$ cat config.mk
export PLATFORM = sky130hd
export DESIGN_NAME = sample_arbiter_ctrl_flat
export DESIGN_NICKNAME = d
export VERILOG_FILES = /design/src/rtl/sample_arbiter_ctrl_if.sv /design/src/rtl/sample_arbiter_ctrl.sv /design/src/flat_wrapper.sv
export SDC_FILE = /design/constraint.sdc
export NUM_CORES = 1
export LEC_CHECK = 0
export CAP_MARGIN = 25
export CORE_MARGIN = 2
export CORE_UTILIZATION = 52
export CTS_CLUSTER_SIZE = 16
export DETAILED_ROUTE_END_ITERATION = 8
export GPL_TIMING_DRIVEN = 0
export PLACE_DENSITY_LB_ADDON = 0.12
export SETUP_SLACK_MARGIN = 0.05
export SLEW_MARGIN = 20
export SYNTH_ARGS = -nofsm -noshare
export SYNTH_HDL_FRONTEND = slang
export SYNTH_SLANG_ARGS = --single-unit
$ cat constraint.sdc
create_clock -name clk_i -period 2 [get_ports clk_i]
set_input_delay 0.2 -clock clk_i [delete_from_list [all_inputs] [get_ports clk_i]]
set_output_delay 0.2 -clock clk_i [all_outputs]
set_load 0.03 [all_outputs]
$ cat src/rtl/sample_arbiter_ctrl_if.sv
// Request/latch handshake bundle between requesters and the sampling-latch sequencer.
interface sample_arbiter_ctrl_if #(
  parameter int unsigned NREQ = 4
) ();
  localparam int unsigned GW = $clog2(NREQ);

  logic [NREQ-1:0] req;
  logic            go_ml;
  logic            sample;
  logic [NREQ-1:0] ack;
  logic [GW-1:0]   grant_id;
  logic            busy;

  modport master (
    output req,
    output go_ml,
    input  sample,
    input  ack,
    input  grant_id,
    input  busy
  );

  modport slave (
    input  req,
    input  go_ml,
    output sample,
    output ack,
    output grant_id,
    output busy
  );
endinterface

$ cat src/rtl/sample_arbiter_ctrl.sv
// Round-robin sequencer sharing one sampling latch among NREQ four-phase requesters:
// grant -> one-cycle sample pulse -> HOLD_CYC settle cycles -> ack until req drops.
module sample_arbiter_ctrl #(
  parameter int unsigned NREQ     = 4,
  parameter int unsigned HOLD_CYC = 2
) (
  input  logic                 clk_i,
  input  logic                 rst_ni,
  sample_arbiter_ctrl_if.slave arb_if
);
  localparam int unsigned GW = $clog2(NREQ);

  typedef enum logic [1:0] {StIdle, StSample, StHold, StAck} state_e;

  state_e          state_q, state_d;
  logic            sample_q, sample_d;
  logic            busy_q, busy_d;
  logic [NREQ-1:0] ack_q, ack_d;
  logic [GW-1:0]   grant_q, grant_d;
  logic [GW-1:0]   ptr_q, ptr_d;
  logic [3:0]      cnt_q, cnt_d;

  logic [GW-1:0]   pick;
  logic [GW-1:0]   idx;
  logic            found;
  logic [NREQ-1:0] grant_oh;

  // First requesting index at or after ptr, wrapping modulo NREQ.
  always_comb begin
    pick  = ptr_q;
    idx   = ptr_q;
    found = 1'b0;
    for (int unsigned k = 0; k < NREQ; k++) begin
      idx = GW'((32'(ptr_q) + k) % NREQ);
      if (!found && arb_if.req[idx]) begin
        pick  = idx;
        found = 1'b1;
      end
    end
  end

  assign grant_oh = {{(NREQ-1){1'b0}}, 1'b1} << grant_q;

  always_comb begin
    state_d  = state_q;
    sample_d = sample_q;
    busy_d   = busy_q;
    ack_d    = ack_q;
    grant_d  = grant_q;
    ptr_d    = ptr_q;
    cnt_d    = cnt_q;
    unique case (state_q)
      StIdle: begin
        if (arb_if.go_ml && found) begin
          state_d  = StSample;
          sample_d = 1'b1;
          busy_d   = 1'b1;
          grant_d  = pick;
        end
      end
      StSample: begin
        sample_d = 1'b0;
        if (HOLD_CYC == 0) begin
          state_d = StAck;
          ack_d   = grant_oh;
        end else begin
          state_d = StHold;
          cnt_d   = 4'(HOLD_CYC);
        end
      end
      // Grant is committed here: req and go_ml are deliberately not looked at.
      StHold: begin
        cnt_d = cnt_q - 4'd1;
        if (cnt_q == 4'd1) begin
          state_d = StAck;
          ack_d   = grant_oh;
          cnt_d   = 4'd0;
        end
      end
      StAck: begin
        if (!arb_if.req[grant_q]) begin
          state_d = StIdle;
          ack_d   = '0;
          busy_d  = 1'b0;
          ptr_d   = (grant_q == GW'(NREQ - 1)) ? '0 : grant_q + 1'b1;
        end
      end
      default: state_d = StIdle;
    endcase
  end

  always_ff @(posedge clk_i or negedge rst_ni) begin
    if (!rst_ni) begin
      state_q  <= StIdle;
      sample_q <= 1'b0;
      busy_q   <= 1'b0;
      ack_q    <= '0;
      grant_q  <= '0;
      ptr_q    <= '0;
      cnt_q    <= 4'd0;
    end else begin
      state_q  <= state_d;
      sample_q <= sample_d;
      busy_q   <= busy_d;
      ack_q    <= ack_d;
      grant_q  <= grant_d;
      ptr_q    <= ptr_d;
      cnt_q    <= cnt_d;
    end
  end

  assign arb_if.sample   = sample_q;
  assign arb_if.busy     = busy_q;
  assign arb_if.ack      = ack_q;
  assign arb_if.grant_id = grant_q;
endmodule
$ cat src/flat_wrapper.sv
// flat-port wrapper written by rule: the top's interface ports become plain ports
module sample_arbiter_ctrl_flat 
#(
  parameter int unsigned NREQ     = 4,
  parameter int unsigned HOLD_CYC = 2
)
  (clk_i, rst_ni, arb_if_req, arb_if_go_ml, arb_if_sample, arb_if_ack, arb_if_grant_id, arb_if_busy);
  sample_arbiter_ctrl_if #(.NREQ(NREQ)) arb_if_i ();
  input  logic clk_i;
  input  logic rst_ni;
  input wire logic [$bits(arb_if_i.req)-1:0] arb_if_req;
  input wire logic [$bits(arb_if_i.go_ml)-1:0] arb_if_go_ml;
  output wire logic [$bits(arb_if_i.sample)-1:0] arb_if_sample;
  output wire logic [$bits(arb_if_i.ack)-1:0] arb_if_ack;
  output wire logic [$bits(arb_if_i.grant_id)-1:0] arb_if_grant_id;
  output wire logic [$bits(arb_if_i.busy)-1:0] arb_if_busy;
  assign arb_if_i.req = arb_if_req;
  assign arb_if_i.go_ml = arb_if_go_ml;
  assign arb_if_sample = arb_if_i.sample;
  assign arb_if_ack = arb_if_i.ack;
  assign arb_if_grant_id = arb_if_i.grant_id;
  assign arb_if_busy = arb_if_i.busy;
  sample_arbiter_ctrl #(.NREQ(NREQ), .HOLD_CYC(HOLD_CYC)) u_core (.clk_i(clk_i), .rst_ni(rst_ni), .arb_if(arb_if_i));
endmodule
==> impl_summary.log, run 1 <==
[metrics] result of the run: finished clean
[metrics] maximum operating frequency: roughly 570 MHz
[metrics] wire length reported by the detailed router: roughly 1900 µm
[metrics] fraction of final layout cells sized beyond drive strength 1: 9.09%
[metrics] CTS Root Cell: sky130_fd_sc_hd__clkbuf_4
[metrics] cell area power density: 1510 nW/µm²
[metrics] transition time of the tightest slew-check pin: just over 0.7 ns
[metrics] First DRT Iteration DRCs: 18
[metrics] insertion delay to the later sink of the worst-skew pair: between 0.2 and 0.3 ns
[metrics] endpoint type of the worst setup path: flip-flop
[metrics] FF+latch count, synth: 16
[metrics] placement-stage cell area: between 1000 and 1500 µm²
[metrics] via count of the routed design: a little over 800
[metrics] Floorplan Core Area: 1780 µm²
[metrics] chip height: slightly below 50 µm
[metrics] portion of synthesized cell area occupied by the leading cell type: between 30% and 40%
[metrics] ranking of synthesized cells by area: sky130_fd_sc_hd__dfrtp_1 39%, sky130_fd_sc_hd__ha_1 12%, sky130_fd_sc_hd__o2bb2ai_1 4.3%, sky130_fd_sc_hd__a21oi_1 3.9%, sky130_fd_sc_hd__inv_1 3.3%
[metrics] slowest cell delay on critical path: approximately 0.4 ns
[metrics] normalized max-slew margin: between 50 and 60%
[metrics] weighted congestion at the end of routability-driven global placement: between 0.7 and 0.8
[metrics] Design Area, Final: 1210 µm²
[metrics] final period utilization: around 90%
[metrics] number of enable flip-flop cells after synthesis: 0
[metrics] Die Span X: between 40 and 50 µm
[metrics] leftover overflow at the end of global routing: 0
[metrics] Residual DRC: 0
[metrics] most area-hungry cell type in the Yosys netlist: sky130_fd_sc_hd__dfrtp_1
[metrics] most instantiated flip-flop cell in the synthesis netlist: sky130_fd_sc_hd__dfrtp_1
[metrics] Max-Cap Viols: 0
[metrics] Inserted Diodes: 0
[metrics] global-route wire length before repair: 3170 µm
[metrics] antenna violations before repair: 0
[metrics] clock sink count: 16
[metrics] starting utilization of the core area: between 50% and 60%
[metrics] site row count: 15
[metrics] count of fill cells added during filler insertion: ~140
[metrics] synthesized net count: about 120
[metrics] maximum number of pins on one net before global-route repair: 17
[metrics] I/O Buffers: 14
[metrics] Slowest-stage cell, CP: sky130_fd_sc_hd__dfrtp_1
[metrics] most used cells in the layout excluding fill and tap cells: 16 x sky130_fd_sc_hd__dfrtp_1, 14 x sky130_fd_sc_hd__clkdlybuf4s50_1, 10 x sky130_fd_sc_hd__ha_1
[metrics] Fin. Hold Viols: 0
[metrics] average wire length per cell after detail routing: between 10 and 15 µm
[metrics] leading cell type in the layout, fill and taps excluded: sky130_fd_sc_hd__dfrtp_1
[metrics] leakage power of the design: roughly 0.55 nW
[metrics] number of antenna-violating nets in the routed design: 0
[metrics] buffer levels on the longest clock path: 2
[metrics] number of detailed-routing iterations run before antenna repair: 4
[metrics] HPWL Detailed: 1480 µm
[metrics] most prevalent standard cell on the critical path: sky130_fd_sc_hd__inv_1
[metrics] Crit path arrival time: a little under 2 ns
[metrics] vias in the first global route: around 740
[metrics] share of synthesized flip-flops with an asynchronous set or reset: 100%
[metrics] Post-Syn Area per Cell: slightly below 10 µm²
[metrics] CTS clk-pin slew, worst paths: 0.09 ns
[metrics] count of yosys warnings during synthesis: 0
[metrics] final clock skew: between 0.005 and 0.006 ns
[metrics] required time of the worst setup path: 2.17 ns
[metrics] critical path peak fanout: 7
[metrics] global router's overall resource usage: between 15 and 20%
[metrics] VDD IR-drop max: ~0.83 mV
[metrics] number of unique standard cell types used by synthesis: 31
[metrics] overall die area: 2320 µm²
[metrics] clock buffer count from CTS: 3
[metrics] kind of start point of the critical path: flip-flop
[metrics] final number of setup-violating endpoints: 0
[metrics] unrepaired setup endpoints after global routing: false
[metrics] gate count after technology mapping: between 100 and 150
[metrics] htree depth: 1
[metrics] sequential-to-total area share from yosys stat: 39.4%
[metrics] IO Pins: 15
[metrics] Final TNS setup: 0 ns
[metrics] type of the setup path with the least slack: flip-flop to flip-flop
[metrics] HP Class: input pin to asynchronous set/reset pin
[metrics] worst hold slack after final layout: roughly 0.34 ns
[metrics] Max Transition Viols Final: 0
[metrics] via density per instance: ~5.6
[metrics] Net count, final: 140
[metrics] Final Power: 0.00183 W
[metrics] Final min period: between 1.5 and 2 ns
[metrics] series of cell instances along the critical path: inv_1 -> ha_1 -> inv_1 -> nor2_2 -> nand4bb_1 -> mux2_1
[metrics] Syn Std Cell Area: ~1000 µm²
[metrics] area grow syn2layout: 19.3%
[metrics] TritonCTS clock tree: done
final timing paths:
check                      cells past startpoint                               end                        startpoint  slack, ns
hold / removal                                 1  u_core.arb_if.ack[2]$_DFFE_PN0P_                            rst_ni       0.34
max in group asynchronous                      1       u_core.cnt_q[2]$_DFFE_PN0P_                            rst_ni       1.20
min in group clk_i                             1  u_core.arb_if.ack[0]$_DFFE_PN0P_  u_core.arb_if.ack[0]$_DFFE_PN0P_       0.52
hold reg to reg                                1  u_core.arb_if.ack[0]$_DFFE_PN0P_  u_core.arb_if.ack[0]$_DFFE_PN0P_       0.52
setup reg to reg                               6     u_core.state_q[1]$_DFFE_PN0P_     u_core.state_q[0]$_DFFE_PN0P_       0.23
setup / recovery                               6     u_core.state_q[1]$_DFFE_PN0P_     u_core.state_q[0]$_DFFE_PN0P_       0.23
critical path: cells and delay by family (launching register included):
kind / cells / cell delay (ns)
DFF: 1 / 0.41
and+or+nand+nor: 2 / 0.38
muxes: 1 / 0.33
buffers and inverters: 2 / 0.27
adders and majority gates: 1 / 0.27
power by group:
| group | leakage [nW] | switching (W) | total (W) | internal [W] |
|---|---|---|---|---|
| logic | 0.338 | 0.000581 | 0.00104 | 0.000460 |
| clock network | 0.0138 | 0.0000965 | 0.000166 | 0.0000697 |
| registers | 0.199 | 0.000148 | 0.000619 | 0.000471 |
registers in the layout, indices dropped and copies added (netlist names):
| register | count |
|---|---|
| u_core.arb_if.sample | 1 |
| u_core.arb_if.grant_id | 2 |
| u_core.state_q | 2 |
| u_core.arb_if.ack | 4 |
| u_core.arb_if.busy | 1 |
| u_core.ptr_q | 2 |
| u_core.cnt_q | 4 |
per-layer routing:
layer / routed length, µm / part of all wire (%) / global-route usage (%) / up-vias
li1: - / - / - / 410
met1: 925 / 49 / 24.3 / 391
met2: 904 / 48 / 34.2 / 16
met3: 60 / 3.2 / 2.22 / 2
met4: 12 / 0.63 / 6.49 / 0
met5: 0 / 0 / 0 / -
kinds of logic (layout without fill, tap and decap cells):
kind of cell,count (synthesis),after routing,share of synthesized area [%]
adders and majority gates,10,10,12.3
AOI/OAI and AO/OA,27,27,17.5
and+or+nand+nor,33,33,18.8
muxes,7,7,7.88
buffers and inverters,11,28,4.06
DFF,16,16,39.4
per-stage QoR:
stage / cells / utilization [%] / setup slack (ns)
after floorplan: 104 / - / 0.237
after global placement: 143 / 66.6 / -0.00109
after detailed placement: 143 / 66.6 / -0.0298
after CTS: 146 / 67.9 / 0.183
after global routing: 146 / 68.0 / 0.0723
final: 146 / 68.0 / 0.232
repair_timing:
action | CTS | global route
buffers inserted | 0 | 0
endpoints found under the setup margin | 0 | 1
gates resized for setup | 0 | 1
hold buffers | 0 | 0
Yosys cell counts (all sizes together), types with 2 or more instances:
master   instances
and3             5
nor2b            2
inv              9
o21ai            5
nand3            3
mux2i            2
dfrtp           16
a21oi            8
mux2             5
o2bb2ai          5
nor2             4
nand2            9
nand2b           2
a31oi            2
ha              10
nor3             3
clkbuf           2
o31ai            2
layout make-up:
type / instances / area (µm²) / share of cell area [%]
tap: 25 / 31.3 / 2.58
multi-input combinational: 77 / 577 / 47.6
timing repair buffer: 14 / 140 / 11.6
sequential: 16 / 400 / 33.0
clock buffer: 3 / 22.5 / 1.86
inverter: 9 / 33.8 / 2.79
buffer: 2 / 7.51 / 0.619
Power figures use the tool's default switching activity.
==> run 2: changes to the inputs <==
GPL_TIMING_DRIVEN = 1   (was 0)
==> run 2 against run 1 <==
  * Total power up 1.7%
  * Register-to-register slack better by 0.05 ns
  * Worst setup slack better by 0.039 ns
  * Global-route usage up 0.67 points
  * Wire length up 3.5%
  * Combinational power up 4%
  * Die area unchanged
  * Final cell count up 2.1%
  * Critical path depth down 5
  * Largest cell class unchanged
  * Largest power group unchanged
==> impl_summary.log, run 2 (synthesized netlist as in run 1, its figures left out) <==
[metrics] result of the run: finished clean
[metrics] clock buffer count from CTS: 3
[metrics] Psw: a little over 0.0008 W
[metrics] leakage power of the design: ~0.57 nW
[metrics] Max Transition Viols Final: 0
[metrics] Seq pwr share: 33.4%
[metrics] series of cell instances along the critical path: clkdlybuf4s50_1
[metrics] number of antenna-violating nets in the routed design: 0
[metrics] slowest cell delay on critical path: ~0.73 ns
[metrics] normalized max-slew margin: 51.9%
[metrics] type of the setup path with the least slack: flip-flop to output pin
[metrics] CP Buf/Inv Count: 1
[metrics] leading cell type in the layout, fill and taps excluded: sky130_fd_sc_hd__dfrtp_1
[metrics] final number of setup-violating endpoints: 0
[metrics] maximum operating frequency: 578 MHz
[metrics] number of cells in the design after placement: 146
[metrics] final clock skew: around 0.0013 ns
[metrics] htree depth: 1
[metrics] switching part of the total: approximately 44%
[metrics] postcts setup bufs: 0
[metrics] number of detailed-routing iterations run before antenna repair: 4
[metrics] starting utilization of the core area: a little under three fifths
[metrics] Fin. Hold Viols: 0
[metrics] weighted congestion at the end of routability-driven global placement: about 0.76
[metrics] Max-Cap Viols: 0
[metrics] Slowest-stage cell, CP: sky130_fd_sc_hd__clkdlybuf4s50_1
[metrics] final period utilization: 86.5%
[metrics] global-route wire length before repair: roughly 3200 µm
[metrics] kind of start point of the critical path: flip-flop
[metrics] TritonCTS clock tree: done
[metrics] area grow syn2layout: 22.0%
[metrics] worst hold slack after final layout: 0.351 ns
[metrics] First DRT Iteration DRCs: 12
[metrics] most used cells in the layout excluding fill and tap cells: 16 x sky130_fd_sc_hd__dfrtp_1, 14 x sky130_fd_sc_hd__clkdlybuf4s50_1, 10 x sky130_fd_sc_hd__ha_1
[metrics] Die Span X: about 48 µm
[metrics] clock sink count: 16
[metrics] IO Pins: 15
[metrics] count of fill cells added during filler insertion: between 100 and 150
[metrics] final instance count without filler cells: approximately 150
[metrics] via density per instance: ~5.5
[metrics] Crit path arrival time: between 1.5 and 2 ns
[metrics] fraction of final layout cells sized beyond drive strength 1: 12.1%
[metrics] VDD IR-drop max: between 0.9 and 1 mV
[metrics] Combinational Power Share: 57.9%
[metrics] antenna violations before repair: 0
[metrics] cell family with most CP delay: buffers and inverters
[metrics] Floorplan Core Area: 1780 µm²
[metrics] Net count, final: 143
[metrics] number of hold buffers added after CTS: 0
[metrics] Residual DRC: 0
[metrics] global router's overall resource usage: about 20%
[metrics] Inserted Diodes: 0
[metrics] transition time of the tightest slew-check pin: a little over 0.7 ns
[metrics] via count of the routed design: 824
[metrics] endpoint type of the worst setup path: output pin
[metrics] multi-input gate area in the final layout: about 570 µm²
[metrics] Reg area: 400 µm²
[metrics] buffer levels on the longest clock path: 2
[metrics] I/O Buffers: 14
[metrics] site row count: 15
[metrics] Final TNS setup: 0 ns
[metrics] chip height: roughly 48 µm
[metrics] maximum number of pins on one net before global-route repair: 17
[metrics] vias in the first global route: between 800 and 900
[metrics] leftover overflow at the end of global routing: 0
[metrics] overall die area: ~2300 µm²
[metrics] required time of the worst setup path: ~1.8 ns
[metrics] internal power contribution: 0.00103 W
[metrics] CTS Root Cell: sky130_fd_sc_hd__clkbuf_4
[metrics] HPWL Detailed: 1590 µm
[metrics] CTS clk-pin slew, worst paths: 0.09 ns
[metrics] HP Class: input pin to asynchronous set/reset pin
[metrics] Final min period: ~1.7 ns
[metrics] unrepaired setup endpoints after global routing: false
[metrics] critical path peak fanout: 8
[metrics] average wire length per cell after detail routing: 13.2 µm
[metrics] wire length reported by the detailed router: 1970 µm
[metrics] part of the total power dissipated in the clock network: between 8 and 9%
[metrics] Final Util: a little over two thirds
[metrics] Resize count post-CTS: 0
[metrics] cell area power density: 1500 nW/µm²
[metrics] insertion delay to the later sink of the worst-skew pair: roughly 0.27 ns
[metrics] Final Power: approximately 0.0019 W
-- run 2: power by group through the flow --
stage          registers (W)  logic, W  clock network, W
6_report            0.000619   0.00108          0.000162
5_1_grt             0.000644   0.00121          0.000182
4_1_cts             0.000618   0.00108          0.000169
3_5_place_dp        0.000629   0.00107                 0
3_3_place_gp        0.000615   0.00105                 0
2_1_floorplan       0.000734  0.000601                 0
-- run 2: final timing paths --
path	slack (ns)	start	cells after the start	to
max reg2reg	0.28	u_core.arb_if.grant_id[0]$_DFFE_PN0P_	4	u_core.arb_if.ack[2]$_DFFE_PN0P_
min in group clk_i	0.52	u_core.arb_if.ack[1]$_DFFE_PN0P_	1	u_core.arb_if.ack[1]$_DFFE_PN0P_
max in group asynchronous	1.20	rst_ni	1	u_core.cnt_q[2]$_DFFE_PN0P_
min	0.35	rst_ni	1	u_core.arb_if.ack[2]$_DFFE_PN0P_
max	0.27	u_core.arb_if.grant_id[0]$_DFFE_PN0P_	1	arb_if_grant_id[0]
min reg2reg	0.52	u_core.arb_if.ack[1]$_DFFE_PN0P_	1	u_core.arb_if.ack[1]$_DFFE_PN0P_
-- run 2: area by class of cell --
cell class                      instances  share of cell area (%)
Tap cell                               25                    2.52
Multi-Input combinational cell         77                    46.3
Inverter                                9                    2.72
Timing Repair Buffer                   19                    14.3
Sequential cell                        16                    32.3
Clock buffer                            3                    1.82
-- run 2: stage by stage --
stage	instance area [µm²]	setup WS, ns
2_1_floorplan	1020	0.237
3_3_place_gp	1220	0.159
3_5_place_dp	1220	0.0728
4_1_cts	1240	0.268
5_1_grt	1240	0.202
6_report	1240	0.271
-- run 2: worst reg2reg max path, stage by stage, from the launching register on --
cell,delay [ns]
sky130_fd_sc_hd__dfrtp_1,0.52
sky130_fd_sc_hd__mux2_2,0.40
sky130_fd_sc_hd__nand3_1,0.13
sky130_fd_sc_hd__or3b_4,0.42
sky130_fd_sc_hd__o2bb2ai_1,0.14
-- run 2: layer usage --
| metal | global-route usage (%) | up-vias | part of all wire, % |
|---|---|---|---|
| met4 | 6.49 | 0 | 0.76 |
| met3 | 2.22 | 2 | 2.8 |
| li1 | - | 414 | - |
| met1 | 23.7 | 397 | 46 |
| met5 | 0 | - | 0 |
| met2 | 37.1 | 11 | 50 |
